## config.mk

```make
export PLATFORM = sky130hd
export DESIGN_NAME = spi_slave_core
export DESIGN_NICKNAME = d
export VERILOG_FILES = /design/src/rtl/spi_slave_pkg.sv /design/src/rtl/spi_slave_core_edge_det.sv /design/src/rtl/spi_slave_core.sv
export SDC_FILE = /design/constraint.sdc
export NUM_CORES = 1
export LEC_CHECK = 0
export ABC_AREA = 1
export CAP_MARGIN = 20
export CORE_AREA = 2 2 62 64
export DETAILED_ROUTE_END_ITERATION = 7
export DIE_AREA = 0 0 64 66
export GPL_TIMING_DRIVEN = 1
export HOLD_SLACK_MARGIN = 0.08
export MAX_ROUTING_LAYER = met4
export PLACE_DENSITY = 0.7
export SYNTH_ARGS = -nofsm -noshare
export SYNTH_HDL_FRONTEND = slang
export SYNTH_SLANG_ARGS = --single-unit
```

## constraint.sdc

```tcl
create_clock -name clk -period 1.7 [get_ports clk]
set_input_delay 0.34 -clock clk [delete_from_list [all_inputs] [get_ports clk]]
set_output_delay 0.34 -clock clk [all_outputs]
set_load 0.05 [all_outputs]
```

## src/rtl/spi_slave_pkg.sv

```systemverilog
// spi_slave_pkg: shared state encoding, SPI mode constants and bit-counter sizing for the SPI slave
package spi_slave_pkg;
  typedef enum logic {ST_IDLE = 1'b0, ST_ACTIVE = 1'b1} state_t;
  // {CPOL, CPHA}
  localparam logic [1:0] SPI_MODE0 = 2'b00;
  localparam logic [1:0] SPI_MODE1 = 2'b01;
  localparam logic [1:0] SPI_MODE2 = 2'b10;
  localparam logic [1:0] SPI_MODE3 = 2'b11;
  function automatic int cnt_width(input int w);
    return $clog2(w + 1);
  endfunction
endpackage

```

## src/rtl/spi_slave_core_edge_det.sv

```systemverilog
// spi_slave_edge_det: oversampled SCLK/CS edge detector mapping raw edges to sample/shift edges by CPOL/CPHA
module spi_slave_edge_det #(
  parameter int C_CPOL = 0,
  parameter int C_CPHA = 0
) (
  input  logic clk,
  input  logic rst_n,
  input  logic sclk_s,
  input  logic cs_n_s,
  output logic sample_edge,
  output logic shift_edge,
  output logic cs_fall,
  output logic cs_rise
);
  logic sclk_d, cs_d, rise, fall, lead, trail;
  always_ff @(posedge clk or negedge rst_n) begin
    if (!rst_n) begin
      sclk_d <= 1'(C_CPOL);
      cs_d   <= 1'b1;
    end else begin
      sclk_d <= sclk_s;
      cs_d   <= cs_n_s;
    end
  end
  assign rise        = sclk_s & ~sclk_d;
  assign fall        = ~sclk_s & sclk_d;
  assign lead        = (C_CPOL != 0) ? fall : rise;
  assign trail       = (C_CPOL != 0) ? rise : fall;
  assign sample_edge = (C_CPHA != 0) ? trail : lead;
  assign shift_edge  = (C_CPHA != 0) ? lead : trail;
  assign cs_fall     = cs_d & ~cs_n_s;
  assign cs_rise     = ~cs_d & cs_n_s;
endmodule

```

## src/rtl/spi_slave_core.sv

```systemverilog
// spi_slave_core: SPI slave bit engine with valid/ready word interface.
// Define SPI_SLAVE_LSB_FIRST_EN for LSB-first transfers (default MSB first).
module spi_slave_core
  import spi_slave_pkg::*;
#(
  parameter int C_DATA_WIDTH = 8,
  parameter int C_CPOL       = 0,
  parameter int C_CPHA       = 0
) (
  input  logic                    clk,
  input  logic                    rst_n,
  input  logic                    sclk_s,
  input  logic                    cs_n_s,
  input  logic                    mosi_s,
  output logic                    miso,
  output logic                    miso_oe,
  output logic [C_DATA_WIDTH-1:0] rx_data,
  output logic                    rx_valid,
  input  logic [C_DATA_WIDTH-1:0] tx_data,
  input  logic                    tx_valid,
  output logic                    tx_ready,
  output logic                    tx_underrun,
  input  logic                    tx_underrun_clr
);
  localparam int CW = cnt_width(C_DATA_WIDTH);
  localparam logic [CW-1:0] LAST = CW'(C_DATA_WIDTH - 1);
  state_t state, state_nx;
  logic sample_edge, shift_edge, cs_fall, cs_rise;
  logic active, enter, leave, complete, load, ld_bit, tx_bit;
  logic [CW-1:0] cnt;
  logic [C_DATA_WIDTH-1:0] rx_sr, tx_sr, rx_next, ld_word, ld_rest, tx_rest;
  spi_slave_edge_det #(.C_CPOL(C_CPOL), .C_CPHA(C_CPHA)) u_edge (
    .clk(clk), .rst_n(rst_n), .sclk_s(sclk_s), .cs_n_s(cs_n_s),
    .sample_edge(sample_edge), .shift_edge(shift_edge), .cs_fall(cs_fall), .cs_rise(cs_rise)
  );
  assign ld_word = tx_valid ? tx_data : '0;
`ifdef SPI_SLAVE_LSB_FIRST_EN
  assign rx_next = {mosi_s, rx_sr[C_DATA_WIDTH-1:1]};
  assign ld_bit  = ld_word[0];
  assign ld_rest = ld_word >> 1;
  assign tx_bit  = tx_sr[0];
  assign tx_rest = tx_sr >> 1;
`else
  assign rx_next = {rx_sr[C_DATA_WIDTH-2:0], mosi_s};
  assign ld_bit  = ld_word[C_DATA_WIDTH-1];
  assign ld_rest = ld_word << 1;
  assign tx_bit  = tx_sr[C_DATA_WIDTH-1];
  assign tx_rest = tx_sr << 1;
`endif
  always_comb begin
    active   = state == ST_ACTIVE;
    enter    = ~active & cs_fall;
    leave    = active & cs_rise;
    complete = active & sample_edge & (cnt == LAST);
    load     = enter | (complete & ~cs_rise);
    state_nx = enter ? ST_ACTIVE : leave ? ST_IDLE : state;
  end
  always_ff @(posedge clk or negedge rst_n) begin
    if (!rst_n)
      state <= ST_IDLE;
    else
      state <= state_nx;
  end
  always_ff @(posedge clk or negedge rst_n) begin
    if (!rst_n) begin
      miso        <= 1'b0;
      miso_oe     <= 1'b0;
      rx_data     <= '0;
      rx_valid    <= 1'b0;
      tx_ready    <= 1'b0;
      tx_underrun <= 1'b0;
      cnt         <= '0;
      rx_sr       <= '0;
      tx_sr       <= '0;
    end else begin
      tx_ready    <= load;
      rx_valid    <= complete;
      tx_underrun <= (tx_underrun & ~tx_underrun_clr) | (load & ~tx_valid);
      if (complete) rx_data <= rx_next;
      if (active && sample_edge) rx_sr <= rx_next;
      if (leave) begin
        miso    <= 1'b0;
        miso_oe <= 1'b0;
        cnt     <= '0;
      end else if (enter) begin
        miso_oe <= 1'b1;
        cnt     <= '0;
        tx_sr   <= (C_CPHA == 0) ? ld_rest : ld_word;
        // leading-edge sampling needs the first bit on the wire before any SCLK edge
        if (C_CPHA == 0) miso <= ld_bit;
      end else if (active) begin
        if (sample_edge) cnt <= complete ? '0 : cnt + 1'b1;
        if (complete) tx_sr <= ld_word;
        else if (shift_edge) begin
          miso  <= tx_bit;
          tx_sr <= tx_rest;
        end
      end
    end
  end
endmodule

```

# == Word-level counts from Yosys, hierarchy flattened ==
# Index checks and enable logic that the tools add are counted.
# totals
reg_bits,35
out_inout_bits,13
# op_classes
mux,19
reduce_logical,10
add_sub_neg,1
eq_ne,2
bitwise,22
# ops
op,count
8-bit two-way mux,5
4-bit two-way mux,5
3-bit nonzero test,4
1-bit AND,11
1-bit two-way mux,9
1-bit inverter,9
3-bit AND reduction,2
4-bit by 1-bit adder with 4-bit output (second input constant),1
4-bit by 3-bit equality test with 1-bit output (second input constant),1
2-bit nonzero test,2
3-bit inequality test (second input constant),1
1-bit bitwise OR,2
2-bit AND reduction,1
1-bit logical AND,1

# == Longest topological paths before layout ==
# Gate-level depths: netlist of the first run.
# logic_depth
ltp_word,9
ltp_mapped,9
ltp_nobuf,9

# == Modules after synthesis ==
# A second synthesis of the first run with hierarchy kept.
# hier_totals
hier_cells,211
hier_area_um2,1700.4
# by_module_without_submodules
module,area_each_um2,cells_each,instances,seq_area_each_um2
spi_slave_core,1619.1,201,1,825.8
spi_slave_edge_det,81.3,10,1,51.3

# == Worst setup path after synthesis of the first run ==
# No wires, ideal clock.
# synth_timing
path_type,flip-flop to flip-flop
startpoint,register cnt[0]
endpoint,register tx_sr[0]
setup_slack_ps,371
setup_ps,118
required_ps,1582
synth_period_minus_slack_ps,1329
n_path_buf,0
arrival_time_ps,1211
stages_incl_launch_ff,9
path_cell_list,dfrtp_1 -> ha_1 -> nand3_1 -> nor2_8 -> nor2_4 -> nor2_8 -> inv_4 -> nand2_1 -> o21ai_2
# synth_between
elab_chain_cells,5
# synth_lines
element,line,text
"start, declared",spi_slave_core.sv:30,logic [CW-1:0] cnt;
"start signal, assigned",spi_slave_core.sv:92,if (sample_edge) cnt <= complete ? '0 : cnt + 1'b1;
4-bit by 3-bit equality test with 1-bit output (*),spi_slave_core.sv:54,complete = active & sample_edge & (cnt == LAST);
1-bit AND (*),spi_slave_core.sv:54,
via complete,spi_slave_core.sv:29,"logic active, enter, leave, complete, load, ld_bit, tx_bit;"
8-bit two-way mux,spi_slave_core.sv:93,if (complete) tx_sr <= ld_word;
8-bit two-way mux,spi_slave_core.sv:91,end else if (active) begin
8-bit two-way mux,spi_slave_core.sv:85,end else if (enter) begin
"end signal, assigned",spi_slave_core.sv:88,tx_sr <= (C_CPHA == 0) ? ld_rest : ld_word;
"end signal, assigned",spi_slave_core.sv:93,
"end signal, assigned",spi_slave_core.sv:96,tx_sr <= tx_rest;
"end, declared",spi_slave_core.sv:31,"logic [C_DATA_WIDTH-1:0] rx_sr, tx_sr, rx_next, ld_word, ld_rest, tx_rest;"
# Mark *: on every way through the listed nets, which the timed path passes. The rest lies on a longest branch. The select of a mux whose other input is x is not followed.
# A chain may end at the register's enable or synchronous reset.

# == Final worst setup path of the first run ==
# layout_timing
startpoint,register u_edge.cs_d
endpoint,register tx_sr[0]
# layout_between
elab_chain_cells,5
# layout_lines
element,line,text
"start, declared",spi_slave_core_edge_det.sv:15,"logic sclk_d, cs_d, rise, fall, lead, trail;"
"start signal, assigned",spi_slave_core_edge_det.sv:22,cs_d <= cs_n_s;
branches (longest 5 deep; another with 3-bit nonzero test),--,
# Several ways; the timed one is not identified.

==> results of run 1 <==
-- layer usage --
metal | vias to the layer above | part of all wire, % | global-route usage (%) | routed length, um
li1 | 721 | - | - | -
met5 | - | 0 | - | 0
met4 | 0 | 0.46 | 6.79 | 15
met1 | 606 | 49 | 25.1 | 1590
met3 | 2 | 5.0 | 5.28 | 163
met2 | 37 | 46 | 28.4 | 1500
-- metrics by stage --
step	setup TNS [ns]	area [um2]
2_1_floorplan	0	1690
3_3_place_gp	-0.517	2060
3_5_place_dp	-0.707	2060
4_1_cts	0	2160
5_1_grt	0	2160
6_report	0	2160
-- sequential cells by signal (all words and copies together) (netlist names) --
register	cells
tx_underrun	1
tx_sr	8
rx_valid	1
active	1
cnt	4
rx_sr	7
tx_ready	1
u_edge.cs_d	1
miso_oe	1
u_edge.sclk_d	1
rx_data	8
miso	1
-- layout by cell type, fill, tap and decap left out, drive strengths merged --
master,instances
buf,23
nand3,24
nor2,8
bufinv,2
dfrtp,34
a21oi,2
ha,1
o21ai,20
inv,29
nand2,80
dfstp,1
clkdlybuf4s50,14
clkbuf,6
clkinv,1
o211ai,1
nor3,1
-- cell usage after synthesis, drive strengths merged --
| cell | n |
|---|---|
| nand2 | 80 |
| dfrtp | 34 |
| inv | 29 |
| nand3 | 24 |
| o21ai | 20 |
| nor2 | 8 |
| clkbuf | 3 |
| a21oi | 2 |
| buf | 2 |
| clkinv | 1 |
| dfstp | 1 |
| ha | 1 |
| nor3 | 1 |
| o211ai | 1 |
-- cell type report --
class,count,share of cell area [%]
Multi-Input combinational cell,137,31.1
Sequential cell,35,40.5
Clock inverter,2,2.78
Timing Repair Buffer,37,15.6
Tap cell,48,2.78
Clock buffer,6,1.91
Inverter,30,5.32
-- cells by family (layout without fill, tap and decap cells) --
logic type / after synthesis / count (layout) / synth area share, %
AOI/OAI and AO/OA: 23 / 23 / 7.17
adders and majority gates: 1 / 1 / 0.739
buffers and inverters: 35 / 75 / 8.65
DFF: 35 / 35 / 51.8
and+or+nand+nor: 113 / 113 / 31.6
-- worst max-delay path, cell delays in order (launching register included) --
cell     delay (ns)
dfstp_2        0.57
inv_1          0.04
nand3_1        0.19
nand2_2        0.15
nor2_8         0.20
inv_4          0.08
nand2_1        0.07
o21ai_2        0.05
-- path summary, 6_finish.rpt --
kind                                        start                     end  slack [ns]  depth (start not counted)
max                         u_edge.cs_d$_DFF_PN1_    tx_sr[0]$_DFFE_PN0P_        0.25                          7
min                                         rst_n    tx_sr[4]$_DFFE_PN0P_        0.36                          2
max reg2reg                 u_edge.cs_d$_DFF_PN1_    tx_sr[0]$_DFFE_PN0P_        0.25                          7
min reg2reg                rx_data[7]$_DFFE_PN0P_  rx_data[7]$_DFFE_PN0P_        0.49                          2
max in group asynchronous                   rst_n   u_edge.cs_d$_DFF_PN1_        1.08                          2
min in group clk                           cs_n_s   u_edge.cs_d$_DFF_PN1_        0.48                          1
-- power by group --
| part | leakage (nW) | total, mW | internal (mW) | switching, mW |
|---|---|---|---|---|
| combinational | 0.643 | 1.17 | 0.412 | 0.754 |
| sequential | 0.460 | 1.23 | 1.09 | 0.146 |
| clock | 0.0525 | 0.733 | 0.459 | 0.274 |
-- repair_timing --
| action | 4_1_cts | 5_1_grt |
|---|---|---|
| hold buffers | 0 | 0 |
| endpoints found under the setup margin | 0 | 1 |
| gates resized for setup | 0 | 1 |
==> run summary, run 1 <==
The total core area is 3550 um2. The synthesis warning total came out at 0. Input and output buffers added on the ports amount to 27. Entering global routing, the biggest net connects 36 pins. The worst path required time came out at 1.93 ns.

Once layout is complete, the utilization of the core stands at 60.9%. The number of clock buffers added by TritonCTS is 5. The number of hold-slack violations in the final timing report is 0.

The initial antenna violation count came out at 0. The routed length per placed instance came out at 11.1 um. The H-tree was split into 2 levels.

The global-route wire length before repair came out at 6030 um. In the post-synthesis netlist, the biggest area contributors are dfrtp_1, nand2_1, nand3_1, inv_1, o21ai_0. The I/O pin count came out at 28. STA classifies the critical path startpoint as a flop. For this block, the via count after detailed routing is 1366. The gate count after technology mapping is 207. The maximum buffer depth of the clock tree is 2. The net count reported at finish came out at 262. The floorplan step defined a die boundary enclosing 4220 um2. The pre-CTS setup slack came out at -0.0840 ns. The largest fanout on the critical path came out at 9. The die span in x came out at 64 um. The tool flagged a number of max-cap violations equal to 0. The run finished with clean final reports. The number of iterations in the first detailed-routing pass came out at 4.

The effective utilization at floorplan came out at 47.7%. At the pin with the least slew margin, the transition time is 0.327 ns. The floorplan step set the die height to 66 um. After legalization and detailed placement, the total HPWL measured 2350 um. The total of fill cells in the finished design is 322. The number of buffers added for setup after CTS is 0. The worst hold-check slack is 0.363 ns. The fraction of the yosys area taken by sequential cells is 51.8%. The highest clock rate is 0.690 GHz. The area fraction of the dominant cell type after synthesis is 50.3%. 0 antenna diodes ended up in the layout. The area taken by flip-flops and latches is 877 um2.

The first routing iteration left 91 violations. The average via count per standard cell is 4.63. The endpoint class of the critical path is a flop. The setup violation total in the final timing report came out at 0. Setup repair after global routing left no endpoint under its margin. TritonCTS built the clock tree. The number of nets still failing antenna checks after routing is 0.

The count of state elements after synthesis is 35. The worst-case IR drop observed on VDD is 0.995 mV. Routability-driven placement finished with a final weighted congestion of 0.858. The synthesized area per cell came out at 8.18 um2.

The final worst clock skew came out at 0.0147 ns. The overall power of the completed layout is 3.13 mW. After synthesis, the netlist uses 23 different library cells. The number of max-slew violations in the final report came out at 0. The cell type with the largest total area after synthesis is dfrtp_1. The floorplan has 22 rows. The critical path in this run is classified as reg2reg.

After clock tree synthesis, the clock-pin slew on the worst setup and hold paths is 0.12 ns. The worst path setup slack after routing is 0.250 ns. The period utilization is 85.3%. For this design the static power due to leakage is 1.16 nW.

The share of layout cells above drive strength 1 is 18.6%. Subtracting the final worst setup slack from the clock period gives 1.45 ns. The worst slew slack as a fraction of its limit is 78.1%. The worst hold path class is in2async. Summed over all layers, the routed wires come to 3270 um.

The number of cells in the finished layout apart from fillers came out at 295. The number of cells after detailed placement came out at 287. The final global-route overflow total came out at 0.

The DRC violation count after routing came out at 0. The arrival time at the worst endpoint came out at 1.68 ns. When the netlist entered floorplanning its net count stood at 223. The total routing resource utilization after global routing came out at 19.1%.

CTS placed an instance of clkbuf_4 at the clock tree root. The area occupied by multi-input gates came out at 672 um2. Relative to the synthesized area, the layout overhead comes to 27.8%. Counting every sink on the clock net gives 35.

The via count of the first global-routing pass is 1308. The post-synth design cell area came out at 1690 um2. The total power density per cell area is 1450 nW/um2. The clock insertion delay at the later pin of the skew report is 0.34 ns.
Note: power is estimated with default switching activity, not from simulation.
==> run 2, diff against run 1 <==
--- a/config.mk
+++ b/config.mk
@@ -6,6 +6,7 @@
 export NUM_CORES = 1
 export LEC_CHECK = 0
 export ABC_AREA = 1
+export ABC_CLOCK_PERIOD_IN_PS = 1420
 export CAP_MARGIN = 20
 export CORE_AREA = 2 2 62 64
 export DETAILED_ROUTE_END_ITERATION = 7
==> constraint.sdc (replaced) <==
create_clock -name clk -period 1.42 [get_ports clk]
set_input_delay 0.284 -clock clk [delete_from_list [all_inputs] [get_ports clk]]
set_output_delay 0.284 -clock clk [all_outputs]
set_load 0.05 [all_outputs]
==> run 2 against run 1 <==
Final cell count grew 4.4%. Register-to-register slack lost 0.19 ns. Global-route usage grew 1.7 points. Cell area grew 14%. Critical path depth grew 1. Highest routed layer unchanged. Maximum frequency grew 6.8%. Critical path type unchanged. Wire length grew 15%.
==> run summary, run 2 (synthesis gave the netlist of run 1 again) <==
The final worst clock skew is 0.0187 ns (was 0.0147 ns). The detailed route wirelength on metal3 is 228 um (was 163 um). The worst slew slack as a fraction of its limit is 85.4% (was 78.1%). The clock period minus final worst setup slack is 1.36 ns (was 1.45 ns). The start-to-end type of the worst setup path was reg2reg (unchanged). The pin slew with the least headroom to its limit is 0.219 ns (was 0.327 ns).

The vertical extent of the die came out at 66 um (unchanged). The largest net degree at the start of global routing came out at 36 (unchanged). The number of max-cap violations came to 0 (unchanged). The number of nets still failing antenna checks after routing came out at 0 (unchanged). RSZ-0062 raised after global routing: true (was false). The clock buffer count from CTS is 5 (unchanged). The number of cells after detailed placement is 293 (was 287). The average via count per standard cell was 4.79 (was 4.63). The summed negative setup slack over all endpoints is 0 ns (unchanged).

The count of buffers from port buffering came to 27 (unchanged). The global-route wire length before repair was 6520 um (was 6030 um). The total number of vias came out at 1474 (was 1366). The clock transition at the register clock pins on the worst setup and hold paths after CTS is 0.11 ns (was 0.12 ns). The number of cells in the finished layout apart from fillers was 308 (was 295).

The critical path's largest stage delay is 0.41 ns (was 0.57 ns). The library cell contributing the largest single delay on the critical path was dfrtp_1 (was dfstp_2). The largest fanout on the critical path came to 5 (was 9).

The global placer's final weighted congestion came to 0.886 (was 0.858). The root buffer selected by CTS was clkbuf_4 (unchanged). The number of iterations in the first detailed-routing pass is 4 (unchanged).

The total core area came out at 3550 um2 (unchanged). The effective utilization at floorplan came out at 47.7% (unchanged). The number of hold-slack violations in the final timing report is 0 (unchanged). The maximum buffer depth of the clock tree came out at 2 (unchanged). The estimated wirelength of the detail-placed design is 2490 um (was 2350 um). Top Registers: rx_data (8), tx_sr (8), rx_sr (7) (unchanged). The met1 wire length came out at 1710 um (was 1590 um). The met2 layer wire length in the routed design was 1750 um (was 1500 um). The initial antenna violation count is 0 (unchanged). The share of layout cells above drive strength 1 is 27.7% (was 18.6%). The total inserted antenna cells came out at 0 (unchanged). Most frequent cells in the layout: nand2_1, dfrtp_1, inv_1 (unchanged). The die area came out at 4220 um2 (unchanged). Critical path cell sequence: ha_4 -> nand2_4 -> nor2_4 -> nand2_4 -> nand2_2 -> nand3_1 -> nand3_1 -> nand2_1 (was inv_1 -> nand3_1 -> nand2_2 -> nor2_8 -> inv_4 -> nand2_1 -> o21ai_2). The via count of the first global-routing pass came out at 1446 (was 1308). The critical path launch point type was a flop (unchanged).

The TritonCTS clock tree is yes (unchanged). The growth of design area from synthesis to finish is 45.8% (was 27.8%). The total power density per cell area is 1590 nW/um2 (was 1450 nW/um2). The final global-route overflow total is 0 (unchanged). The clock insertion delay at the later pin of the skew report is 0.35 ns (was 0.34 ns). The number of standard-cell rows in the floorplan was 22 (unchanged). The number of max-slew violations in the final report was 0 (unchanged).

The overall power of the completed layout is 3.93 mW (was 3.13 mW). The total detailed-routing wirelength was 3780 um (was 3270 um). The setup violation total in the final timing report came out at 0 (unchanged).

The I/O pin count came out at 28 (unchanged). The highest ir drop seen on vdd is 1.44 mV (was 0.995 mV). The number of levels the H-tree was split into is 2 (unchanged).

The net count reported at finish came out at 275 (was 262). The worst hold path class is in2reg (was in2async). The total routing resource utilization after global routing is 20.8% (was 19.1%). The DRC violation count after routing came out at 0 (unchanged). The period utilization is 95.6% (was 85.3%). The arrival time at the worst endpoint is 1.60 ns (was 1.68 ns). The reported leakage power came out at 1.27 nW (was 1.16 nW). The die span in x came out at 64 um (unchanged). The violation count after the first detailed-routing iteration is 84 (was 91). The endpoint class of the critical path is a flop (unchanged).

The worst path required time is 1.66 ns (was 1.93 ns). The leading cell type in the layout, fill and taps excluded is nand2_1 (unchanged). The highest clock rate came out at 0.737 GHz (was 0.690 GHz). The number of clock sinks is 35 (unchanged). The routed length per placed instance came out at 12.3 um (was 11.1 um). The uppermost layer routed was met4 (unchanged). Outcome: finished clean (unchanged).
[run 2: changes by cell type in the layout (fill, tap and decap cells not counted), sizes merged]
cell           change
buf               +12
bufinv             -2
clkbuf             -1
clkdlybuf4s50      -1
clkinv             +1
clkinvlp           +2
dlymetal6s2s       +1
nand2              +1
[run 2: metrics by stage]
step                setup slack [ns]  area, um2  hold WS, ns  util [%]
finish                        0.0622       2470        0.179      69.5
global route                 -0.0446       2470        0.178      69.5
CTS                          0.00995       2350        0.297      66.3
detailed placement            -0.275       2270        0.474      63.8
global placement              -0.268       2270        0.466      63.8
floorplan                     0.0906       1690      -0.0116         -
[run 2: power breakdown]
| part | switching, mW | internal (mW) | total (mW) |
|---|---|---|---|
| Clock | 0.363 | 0.189 | 0.552 |
| Sequential | 0.251 | 1.30 | 1.55 |
| Combinational | 0.999 | 0.831 | 1.83 |
[run 2: layer usage]
metal / track usage (%) / vias to the layer above
met5: - / -
met4: 6.52 / 0
met3: 6.30 / 10
met2: 32.2 / 41
met1: 26.3 / 674
li1: - / 749
[run 2: timing repair]
item                       in CTS  in global routing
gates resized for setup         4                 22
hold buffers                    0                  0
gates cloned                    1                  0
setup endpoints to repair      13                 19
hold endpoints to repair        0                  0
pin swaps                       1                 10
buffers inserted                1                  5
[run 2: final timing paths]
kind,to,slack (ns),cells after the start,start
setup / recovery,tx_sr[7]$_DFFE_PN0P_,0.06,8,cnt[1]$_DFFE_PN0P_
hold / removal,u_edge.sclk_d$_DFF_PN0_,0.18,1,sclk_s
setup reg to reg,tx_sr[7]$_DFFE_PN0P_,0.06,8,cnt[1]$_DFFE_PN0P_
hold reg to reg,rx_data[7]$_DFFE_PN0P_,0.47,2,rx_sr[6]$_DFFE_PN0P_
max in group asynchronous,u_edge.cs_d$_DFF_PN1_,0.88,2,rst_n
min in group asynchronous,cnt[3]$_DFFE_PN0P_,0.29,2,rst_n
[run 2: area by class of cell]
class	count	area, um2
clock buffers	5	37.5
flip-flops and latches	35	877
clock inverters	3	20.0
multi-input cells	138	757
well taps	48	60.1
inverters	30	115
fillers	268	1080
repair buffers	49	601
[run 2: critical path, delay by kind of cell (launching register included)]
kind                     cells  cell delay (ns)
AND/OR/NAND/NOR              7             0.65
flip-flops                   1             0.41
adder cells (fa/ha/maj)      1             0.19
